## src/rtl/uart_pkg.sv

```systemverilog
// Shared UART parameter defaults.
//   UART_DATA_W  : byte width used by the transmitter and its buffer
//   FIFO_ADDR_W  : transmit FIFO address width (depth = 2**FIFO_ADDR_W)
package uart_pkg;
  localparam int UART_DATA_W = 8;
  localparam int FIFO_ADDR_W = 4;
endpackage

```

## src/rtl/fifo_ctrl.sv

```systemverilog
// Pointer and occupancy control for the UART transmit FIFO.
// Qualifies raw push/pop requests against full/empty and tracks the pointers,
// the explicit occupancy count and the registered full/empty flags.
//   clk, reset_n : clock, async active-low reset
//   wr           : raw push request
//   pop_req      : raw pop request (already edge-detected)
//   push, pop    : qualified operations
//   w_ptr, r_ptr : array write/read addresses
//   count        : occupancy 0..depth
//   full, empty  : registered flags, consistent with count
module fifo_ctrl
  import uart_pkg::*;
#(
  parameter int ADDR_W = FIFO_ADDR_W
) (
  input  logic              clk,
  input  logic              reset_n,
  input  logic              wr,
  input  logic              pop_req,
  output logic              push,
  output logic              pop,
  output logic [ADDR_W-1:0] w_ptr,
  output logic [ADDR_W-1:0] r_ptr,
  output logic [ADDR_W:0]   count,
  output logic              full,
  output logic              empty
);

  localparam logic [ADDR_W:0] DEPTH = (ADDR_W+1)'(2**ADDR_W);

  logic [ADDR_W:0] count_nxt;

  // A pop in the same cycle frees the slot, so a push is legal even when full.
  assign pop  = pop_req & ~empty;
  assign push = wr & (~full | pop);

  always_comb begin
    count_nxt = count;
    case ({push, pop})
      2'b10:   count_nxt = count + 1'b1;
      2'b01:   count_nxt = count - 1'b1;
      default: count_nxt = count;
    endcase
  end

  always_ff @(posedge clk or negedge reset_n) begin
    if (!reset_n) begin
      w_ptr <= '0;
      r_ptr <= '0;
      count <= '0;
      full  <= 1'b0;
      empty <= 1'b1;
    end else begin
      if (push) w_ptr <= w_ptr + 1'b1;
      if (pop)  r_ptr <= r_ptr + 1'b1;
      count <= count_nxt;
      // Flags come from next-count so they never lag the count register.
      full  <= (count_nxt == DEPTH);
      empty <= (count_nxt == '0);
    end
  end

endmodule

```

## src/rtl/uart_tx_fifo.sv

```systemverilog
// Transmit-side FIFO feeding the UART transmitter, first-word-fall-through.
// The head word is presented on tx_din and tx_start requests a frame whenever
// the FIFO holds data; the transmitter's tx_fifo_rd strobe pops on its rising
// edge only, so a stretched strobe consumes exactly one byte.
//   clk, reset_n : clock, async active-low reset
//   wr, w_data   : host push request and byte
//   tx_fifo_rd   : transmitter pop strobe (rising edge pops)
//   clr_ovf      : synchronous clear of overflow
//   tx_din       : head word, 0 when empty
//   tx_start     : !empty
//   full, empty  : registered occupancy flags
//   count        : occupancy 0..depth
//   overflow     : sticky, set when a write is dropped
module uart_tx_fifo
  import uart_pkg::*;
#(
  parameter int DATA_W = UART_DATA_W,
  parameter int ADDR_W = FIFO_ADDR_W
) (
  input  logic              clk,
  input  logic              reset_n,
  input  logic              wr,
  input  logic [DATA_W-1:0] w_data,
  input  logic              tx_fifo_rd,
  input  logic              clr_ovf,
  output logic [DATA_W-1:0] tx_din,
  output logic              tx_start,
  output logic              full,
  output logic              empty,
  output logic [ADDR_W:0]   count,
  output logic              overflow
);

  localparam int DEPTH = 2**ADDR_W;

  logic [DATA_W-1:0] mem [DEPTH];
  logic [ADDR_W-1:0] w_ptr;
  logic [ADDR_W-1:0] r_ptr;
  logic              rd_d;
  logic              pop_req;
  logic              push;
  logic              pop;

  assign pop_req = tx_fifo_rd & ~rd_d;

  fifo_ctrl #(
    .ADDR_W (ADDR_W)
  ) u_ctrl (
    .clk     (clk),
    .reset_n (reset_n),
    .wr      (wr),
    .pop_req (pop_req),
    .push    (push),
    .pop     (pop),
    .w_ptr   (w_ptr),
    .r_ptr   (r_ptr),
    .count   (count),
    .full    (full),
    .empty   (empty)
  );

  // Storage has no reset; stale contents are masked by empty.
  always_ff @(posedge clk) begin
    if (push) mem[w_ptr] <= w_data;
  end

  always_ff @(posedge clk or negedge reset_n) begin
    if (!reset_n) begin
      rd_d     <= 1'b0;
      overflow <= 1'b0;
    end else begin
      rd_d <= tx_fifo_rd;
      // A new drop outranks a simultaneous clear.
      if (wr & full & ~pop) overflow <= 1'b1;
      else if (clr_ovf)     overflow <= 1'b0;
    end
  end

  // Only a pop moves r_ptr, so the head is stable while the strobe is pending.
  assign tx_din   = empty ? '0 : mem[r_ptr];
  assign tx_start = ~empty;

endmodule
```

## config.mk

```make
export PLATFORM = sky130hd
export DESIGN_NAME = uart_tx_fifo
export DESIGN_NICKNAME = d
export VERILOG_FILES = /design/src/rtl/uart_pkg.sv /design/src/rtl/fifo_ctrl.sv /design/src/rtl/uart_tx_fifo.sv
export SDC_FILE = /design/constraint.sdc
export NUM_CORES = 1
export LEC_CHECK = 0
export CORE_ASPECT_RATIO = 1.4
export CORE_MARGIN = 2
export CORE_UTILIZATION = 64
export DETAILED_ROUTE_END_ITERATION = 7
export PLACE_DENSITY = 0.84
export SETUP_SLACK_MARGIN = 0.4
export SLEW_MARGIN = 20
export SYNTH_ARGS = -nofsm -noshare
export SYNTH_HDL_FRONTEND = slang
export SYNTH_SLANG_ARGS = --single-unit
```

## constraint.sdc

```tcl
create_clock -name clk -period 4.73 [get_ports clk]
set_input_delay 0.946 -clock clk [delete_from_list [all_inputs] [get_ports clk]]
set_output_delay 0.946 -clock clk [all_outputs]
set_load 0.03 [all_outputs]
```

Word-level counts from Yosys, hierarchy flattened
Memory sizes are Yosys's and may differ from the RTL's.
Index checks and enable logic that the tools add are counted.

operators by class
  $add $sub $neg = 4
  multiply operators = 0
  div/mod/pow operators = 0
  order comparisons = 0
  eq/ne operators = 3
  shifts and indexed selects = 0
  multiplexer cells = 6
  bitwise operators = 10
  reductions and logical operators = 2

operators by type and width
  cell                 count
  $pmux 5 s2           1
  $add 4x1->4 const B  2
  $mux 8               1
  $add 5x1->5 const B  1
  $and 1x1->1          5
  $eq 5x5->1 const B   1
  $logic_not 5->1      1
  $sub 5x1->5 const B  1
  $mux 1               4
  $not 1->1            4
  $eq 2x1->1 const B   1
  $eq 2x2->1 const B   1
  $reduce_bool 2->1    1
  $or 1x1->1           1

word-level totals
  register bits after elaboration = 17
  bits in latches = 0
  RAM bits = 128
  bits in read-only memories = 0
  input port bits = 13
  output and inout bits = 17
  word-level logic and storage cells = 33
  memories = 1

memories
  name  depth  width  read ports  clocked after Yosys merged registers in  wr ports  line                source
  mem   16     8      1           0                                        1         uart_tx_fifo.sv:36  logic [DATA_W-1:0] mem [DEPTH];

Depth between registers and ports, before layout
Gate-level depths: netlist of run 1.

  depth after elaboration = 8
  gate-level depth with buffers = 13

Hierarchy
A second synthesis of run 1 with hierarchy kept.

unflattened totals
  cell total of the unflattened synthesis = 331
  area, all modules = 5985.7 µm²

modules (own cells, without submodules)
  module        times used  cells an instance  area an instance (µm²)  sequential area each (µm²)
  uart_tx_fifo  1           253                5133.7                  3893.7
  fifo_ctrl     1           78                 852.1                   376.6

Worst setup path before layout of run 1
OpenSTA, ideal clock, no wires.

  path kind = input -> register
  from = input tx_fifo_rd
  to = register u_ctrl.full
  arrival time = 3.394 ns
  data required time = 4.650 ns
  path slack = 1.256 ns
  stages on the path = 13
  buffers on the path = 2
  cell sequence = or3b_1 buf_6 a21boi_4 inv_4 ha_1 buf_4 xor2_1 ha_1 a21oi_1 mux2i_1 xnor2_1 or2_2 nor3b_2

between the ends
  longest elaborated chain between the ends = 7
  elaborated cells between the ends (all ways) = 8
  those cells by class = 3 x eq/ne; 1 x mux; 4 x bitwise

ends and longest elaborated chain
  element                                   line                source
  start, declared                           uart_tx_fifo.sv:24  input logic tx_fifo_rd,
  $and 1x1->1 (*)                           uart_tx_fifo.sv:44  assign pop_req = tx_fifo_rd & ~rd_d;
  $and 1x1->1 (*)                           fifo_ctrl.sv:34     assign pop = pop_req & ~empty;
  $or 1x1->1                                fifo_ctrl.sv:35     assign push = wr & (~full | pop);
  $and 1x1->1                               fifo_ctrl.sv:35
  $eq 2x1->1 or $eq 2x2->1 (tied branches)  fifo_ctrl.sv:39     case ({push, pop})
  $pmux 5 s2 (*)                            fifo_ctrl.sv:39
  named net u_ctrl.count_nxt[2]             fifo_ctrl.sv:31     logic [ADDR_W:0] count_nxt;
  $eq 5x5->1 (*)                            fifo_ctrl.sv:58     full <= (count_nxt == DEPTH);
  end signal, assigned                      fifo_ctrl.sv:58
  end, declared                             fifo_ctrl.sv:25     output logic full,

Mark *: on every way through the listed nets, which the timed path passes. The rest lies on a longest branch.
A chain may end at the register's enable or synchronous reset.

Final worst setup path of run 1
  from = register u_ctrl.r_ptr[0]
  to = output tx_din[5]

between the ends
  longest elaborated chain between the ends = 2

ends and longest elaborated chain
  element                 line                source
  start, declared         fifo_ctrl.sv:23     output logic [ADDR_W-1:0] r_ptr,
  start signal, assigned  fifo_ctrl.sv:55     if (pop) r_ptr <= r_ptr + 1'b1;
  $mem_v2 16x8            n/a
  $mux 8                  uart_tx_fifo.sv:80  assign tx_din = empty ? '0 : mem[r_ptr];
  end, declared           uart_tx_fifo.sv:26  output logic [DATA_W-1:0] tx_din,

Every way passes these cells.

==> results.sh, run 1 <==
export IMPL_power_frac_comb_pct=33.2
export IMPL_grtUsageMet3_pct=7.784
export IMPL_worstPathRequired_ns=3.78
export IMPL_ys_seq_elements=145
export IMPL_n_antenna_cell=0
export IMPL_insertion_delay_ns=0.42
export IMPL_p_seq_share_pct=38.5
export IMPL_cts_root_buffer="clkbuf_16"
export IMPL_grt_busiest_layer="met2"
export IMPL_die_area_um2=10060
export IMPL_ys_seq_area_share_pct=72.03
export IMPL_postCtsSetupBuffers=0
export IMPL_gr_total_overflow=0
export IMPL_core_area_um2=9029
export IMPL_critPathKind="reg -> out"
export IMPL_synthArstFlopShare_pct=11.72
export IMPL_synth_edf_count=128
export IMPL_cts_buffers_inserted=17
export IMPL_p_leak_nw=2.335
export IMPL_finalCritPeriodShare_pct=82.74
export IMPL_switching_share_pct=32.69
export IMPL_io_pins=30
export IMPL_powerDensity_nw_per_um2=654.0
export IMPL_drt_wirelength_per_cell_um=25.08
export IMPL_portBuffers=29
export IMPL_use_met1_pct=32.76
export IMPL_syn_nets=329
export IMPL_end_kind="output pin"
export IMPL_grt_pass1_wl_um=18260
export IMPL_dieHeight_um=117.9
export IMPL_drive_above_1_share_pct=22.50
export IMPL_start_util_pct=65.66
export IMPL_clock_path_buffers=2
export IMPL_syn_avg_cell_area_um2=19.25
export IMPL_cts_tree="yes"
export IMPL_htreeDepth=4
export IMPL_p_int_w=0.003039
export IMPL_cp_start_kind="flip-flop"
export IMPL_cp_data_arrival_time_ns=2.97
export IMPL_syn_area_um2=5928
export IMPL_finalWirelength_um=11710
export IMPL_period_needed_ns=3.914
export IMPL_clk_pin_slew_ns=0.06
export IMPL_tns_ns=0
export IMPL_cts_sinks=145
export IMPL_slew_limit_headroom_pct=36.18
export IMPL_ant_nets=0
export IMPL_tightest_slew_ns=0.9538
export IMPL_synth_cell_types=43
export IMPL_synth_area_leaders="edfxtp_1 65%, mux4_2 12%, dfrtp_1 6.8%, mux2i_1 2.9%, ha_1 1.7%"
export IMPL_yosys_cell_count_top_type="edfxtp_1"
export IMPL_yosys_warnings=0
export IMPL_ir_drop_mv=0.5109
export IMPL_postLayoutCellArea_um2=6903
export IMPL_synth_top_cell_by_area="edfxtp_1"
export IMPL_antenna_found_initial=0
export IMPL_hold_violations=0
export IMPL_status="complete, no violations"
export IMPL_p_clk_share_pct=28.3
export IMPL_hp_class="reg -> reg"
export IMPL_dpl_cell_area_um2=6332
export IMPL_critPathMaxFanout=20
export IMPL_cap_violations=0
export IMPL_hpwl_um=6972
export IMPL_yosysTopAreaCellShare_pct=64.84
export IMPL_firstDrtPassIters=5
export IMPL_dr_first_iter_drc_count=234
export IMPL_place_congestion=0.7771
export IMPL_synth_common_cells="128 x edfxtp_1, 32 x mux4_2, 17 x mux2i_1"
export IMPL_rsz0062_at_grt="no"
export IMPL_vias=3058
export IMPL_vias_per_cell=6.548
export IMPL_max_freq_mhz=255.5
export IMPL_dominantRegCellSynth="edfxtp_1"
export IMPL_skew_ns=0.01147
export IMPL_first_global_vias=3257
export IMPL_cts_resized_gates=0
export IMPL_final_nets=368
export IMPL_setup_violations=0
export IMPL_grt_max_degree=33
export IMPL_rows=41
export IMPL_grtUsageTotal_pct=25.66
export IMPL_hold_buffers=0
export IMPL_area_delta_synth_final_pct=16.44
export IMPL_die_x_um=85.34
export IMPL_grt_util_met2_pct=40.19
export IMPL_drcViolationCount=0
export IMPL_synthCells=308
export IMPL_power_switching_w=0.001476
export IMPL_drv_slew=0
## flip-flops by register name, summed over array words and instances, names as in the netlist
signal and cells:
mem 128, overflow 1, rd_d 1, u_ctrl.count 5, u_ctrl.empty 1, u_ctrl.full 1
u_ctrl.r_ptr 4, u_ctrl.w_ptr 4
## through the flow
step	setup WS, ns	std cells	hold WS, ns	utilization, %	total power [W]
global placement	0.6897	435	0.4770	70.14	0.003205
detailed placement	0.5564	435	0.4871	70.14	0.003259
CTS	0.7613	467	0.4994	76.46	0.004545
global route	0.6761	467	0.5434	76.46	0.004711
floorplan	1.256	308	0.4592	-	0.002769
finish	0.8163	467	0.5014	76.46	0.004515
## per-layer routing
layer	share of wire, %	routed length (um)	up-vias
met5	0	0	-
met4	2.7	311	0
met3	6.7	788	26
met2	52	6101	153
met1	39	4509	1569
li1	-	-	1310
## placed cells by master, fill, tap and decap left out, drive strengths merged, types with 3 or more instances in the layout
cell and instances:
and2 9, nand2 9, nand3 3, inv 11
o22ai 8, buf 7, clkbuf 17, mux2i 17
xnor2 10, nor4 4, clkinvlp 4, clkdlybuf4s50 29
dfrtp 16, nor2 7, nor2b 3, o21ai 4
mux4 32, ha 8, edfxtp 128, clkinv 9
## final cells by class
| cell class | count | area (um^2) |
|---|---|---|
| clock buffer | 17 | 425.4 |
| clock inverter | 15 | 145.1 |
| multi-input combinational | 136 | 1528 |
| inverter | 11 | 43.79 |
| fill | 503 | 2126 |
| timing repair buffer | 36 | 355.3 |
| tap | 107 | 133.9 |
| sequential | 145 | 4272 |
## final timing paths
check	startpoint	endpoint	cells after the start	slack [ns]
min reg2reg	u_ctrl.r_ptr[2]	u_ctrl.r_ptr[2]	1	0.50
max	u_ctrl.r_ptr[0]	tx_din[5]	5	0.82
max reg2reg	u_ctrl.empty	u_ctrl.full	11	1.58
min in group asynchronous	reset_n	u_ctrl.count[2]	1	0.98
min	u_ctrl.r_ptr[2]	u_ctrl.r_ptr[2]	1	0.50
max in group asynchronous	reset_n	u_ctrl.r_ptr[0]	1	3.22
## worst max-delay path, stage by stage, from the launching register on
cell,delay (ns)
dfrtp_2,0.74
buf_12,0.29
mux4_2,0.51
mux2i_1,0.26
o22ai_1,0.14
clkdlybuf4s50_1,0.61
## power groups by stage
stage / clock network [W] / logic (W) / registers, W
finish: 0.00128 / 0.00150 / 0.00174
global route: 0.00135 / 0.00160 / 0.00176
CTS: 0.00129 / 0.00151 / 0.00174
detailed placement: 0 / 0.00150 / 0.00176
global placement: 0 / 0.00146 / 0.00175
floorplan: 0 / 0.00105 / 0.00172
## kinds of logic after synthesis
| group | synth area share (%) |
|---|---|
| flip-flops | 72.03 |
| AO/OA/AOI/OAI | 2.638 |
| XOR/XNOR | 1.625 |
| AND/OR/NAND/NOR | 4.601 |
| adder cells (fa/ha/maj) | 1.689 |
| multiplexers | 15.22 |
| buffers and inverters | 2.195 |
Power figures use the tool's default switching activity.
==> inputs of run 2 (changes only) <==
Settings changed: CORE_UTILIZATION 64 to 54, PLACE_DENSITY 0.84 to 0.76.
Clock period 4.73 ns to 3.4 ns, I/O delays scaled along.
==> run 2 against run 1 <==
Compared with the run above:
- first-iteration DRC count up 9.0%
- global-route usage is 4.9 points lower
- clock power grew 43%
- critical endpoint is now u_ctrl.full
- largest cell class unchanged
- utilization fell by 10 points
==> results.sh, run 2 (synthesized netlist as in run 1, its figures left out) <==
export IMPL_reg_largest_list="mem (128), u_ctrl.count (5)"
export IMPL_largest_register="mem"
export IMPL_largest_register_ffs=128
export IMPL_cp_start_kind="primary input"
export IMPL_status="complete, no violations"
export IMPL_io_pins=30
export IMPL_critPathMaxFanout=9
export IMPL_drive_above_1_share_pct=28.11
export IMPL_clock_path_buffers=2
export IMPL_rows=45
export IMPL_place_congestion=0.7607
export IMPL_firstDrtPassIters=4
export IMPL_drv_slew=0
export IMPL_die_area_um2=11840
export IMPL_rsz0062_at_grt="yes"
export IMPL_grt_max_degree=35
export IMPL_finalCritPeriodShare_pct=86.47
export IMPL_finalWirelength_um=10830
export IMPL_cp_data_arrival_time_ns=3.27
export IMPL_cts_root_buffer="clkbuf_16"
export IMPL_antenna_found_initial=0
export IMPL_grtUsageTotal_pct=20.75
export IMPL_final_cell_mix="128 x edfxtp_1, 32 x mux4_2, 21 x clkdlybuf4s50_1, 17 x clkbuf_16"
export IMPL_hpwl_um=6461
export IMPL_area_delta_synth_final_pct=20.03
export IMPL_worstPathRequired_ns=3.73
export IMPL_dpl_cell_area_um2=6454
export IMPL_die_x_um=92.55
export IMPL_grt_pass1_wl_um=17510
export IMPL_dr_first_iter_drc_count=255
export IMPL_period_needed_ns=2.940
export IMPL_critPathKind="in -> reg"
export IMPL_drt_wirelength_per_cell_um=21.20
export IMPL_holdWs_ns=0.5016
export IMPL_drcViolationCount=0
export IMPL_n_antenna_cell=0
export IMPL_p_leak_nw=2.421
export IMPL_pre_cts_ws_ns=-0.04468
export IMPL_hold_buffers=0
export IMPL_start_util_pct=55.13
export IMPL_cts_buffers_inserted=17
export IMPL_final_nets=380
export IMPL_max_freq_mhz=340.1
export IMPL_layout_commonest_cell="edfxtp_1"
export IMPL_hold_violations=0
export IMPL_dieHeight_um=128.0
export IMPL_first_global_vias=3126
export IMPL_htreeDepth=4
export IMPL_setup_violations=0
export IMPL_clk_pin_slew_ns=0.05
export IMPL_core_area_um2=10750
export IMPL_portBuffers=29
export IMPL_cap_violations=0
export IMPL_ir_drop_mv=0.5429
export IMPL_postLayoutCellArea_um2=7116
export IMPL_insertion_delay_ns=0.42
export IMPL_skew_ns=0.01369
export IMPL_hp_class="reg -> reg"
export IMPL_vias=2947
export IMPL_gr_total_overflow=0
export IMPL_vias_per_cell=5.767
export IMPL_powerDensity_nw_per_um2=903.8
export IMPL_slew_limit_headroom_pct=48.34
export IMPL_worst_slack_ns=0.4601
export IMPL_end_kind="flip-flop"
export IMPL_cts_tree="yes"
export IMPL_cts_sinks=145
export IMPL_tightest_slew_ns=0.7724
export IMPL_ant_nets=0
## run 2: changes by cell type in the layout (fill, tap and decap cells not counted), moves of 3 or more
cell	before	now
clkdlybuf4s15_2	0	3
clkinv_2	5	1
buf_2	0	3
inv_6	0	3
buf_4	6	15
clkdlybuf4s50_1	29	21
## run 2: what timing repair did
action,in CTS,in global routing
cloned,1,0
endpoints found under the setup margin,9,9
pin swaps,1,1
gates resized for setup,25,9
setup buffers,0,5
## run 2: path summary, 6_finish.rpt
path                            startpoint         endpoint  slack (ns)  cells past startpoint
setup / recovery                tx_fifo_rd      u_ctrl.full        0.46                     12
hold / removal             u_ctrl.r_ptr[3]  u_ctrl.r_ptr[3]        0.50                      1
setup reg to reg              u_ctrl.empty      u_ctrl.full        0.81                     11
hold reg to reg            u_ctrl.r_ptr[3]  u_ctrl.r_ptr[3]        0.50                      1
max in group asynchronous          reset_n  u_ctrl.r_ptr[0]        2.15                      1
min in group asynchronous          reset_n         overflow        0.72                      1
## run 2: power breakdown
group | total [W] | internal (W) | switching, W | leakage [nW]
registers | 0.00236 | 0.00219 | 0.000173 | 1.36
clock network | 0.00183 | 0.00115 | 0.000683 | 0.285
logic | 0.00224 | 0.00103 | 0.00120 | 0.777
## run 2: worst max-delay path, stage by stage
cell and delay, ns:
clkdlybuf4s50_1 0.47, or3b_4 0.40, a21boi_4 0.17, inv_4 0.08, ha_4 0.20, xor2_1 0.17, ha_2 0.21, nor2_1 0.14
nand4bb_1 0.16, o2111ai_1 0.15, xnor2_1 0.25, nor3b_2 0.19
## run 2: stage by stage
step                utilization, %  cells  total power, W  TNS [ns]
CTS                          65.75    506        0.006421         0
global placement             60.01    475        0.004533         0
global route                 66.17    511        0.006713         0
floorplan                        -    308        0.003870         0
detailed placement           60.01    475        0.004576  -0.04468
finish                       66.17    511        0.006431         0
## run 2: metal layers
| metal | global-route usage [%] | routed length (um) | up-vias | part of all wire [%] |
|---|---|---|---|---|
| met1 | 26.23 | 4404 | 1531 | 41 |
| li1 | - | - | 1329 | - |
| met3 | 6.232 | 454 | 8 | 4.2 |
| met2 | 33.58 | 5848 | 79 | 54 |
| met5 | 0 | 0 | - | 0 |
| met4 | 8.955 | 125 | 0 | 1.2 |
## run 2: final cells by class
class / instances / area [um^2]
flip-flops and latches: 145 / 4272
fillers: 715 / 3638
clock inverters: 12 / 158.9
repair buffers: 48 / 473.0
clock buffers: 18 / 429.2
well taps: 141 / 176.4
inverters: 11 / 47.55
multi-input cells: 136 / 1559
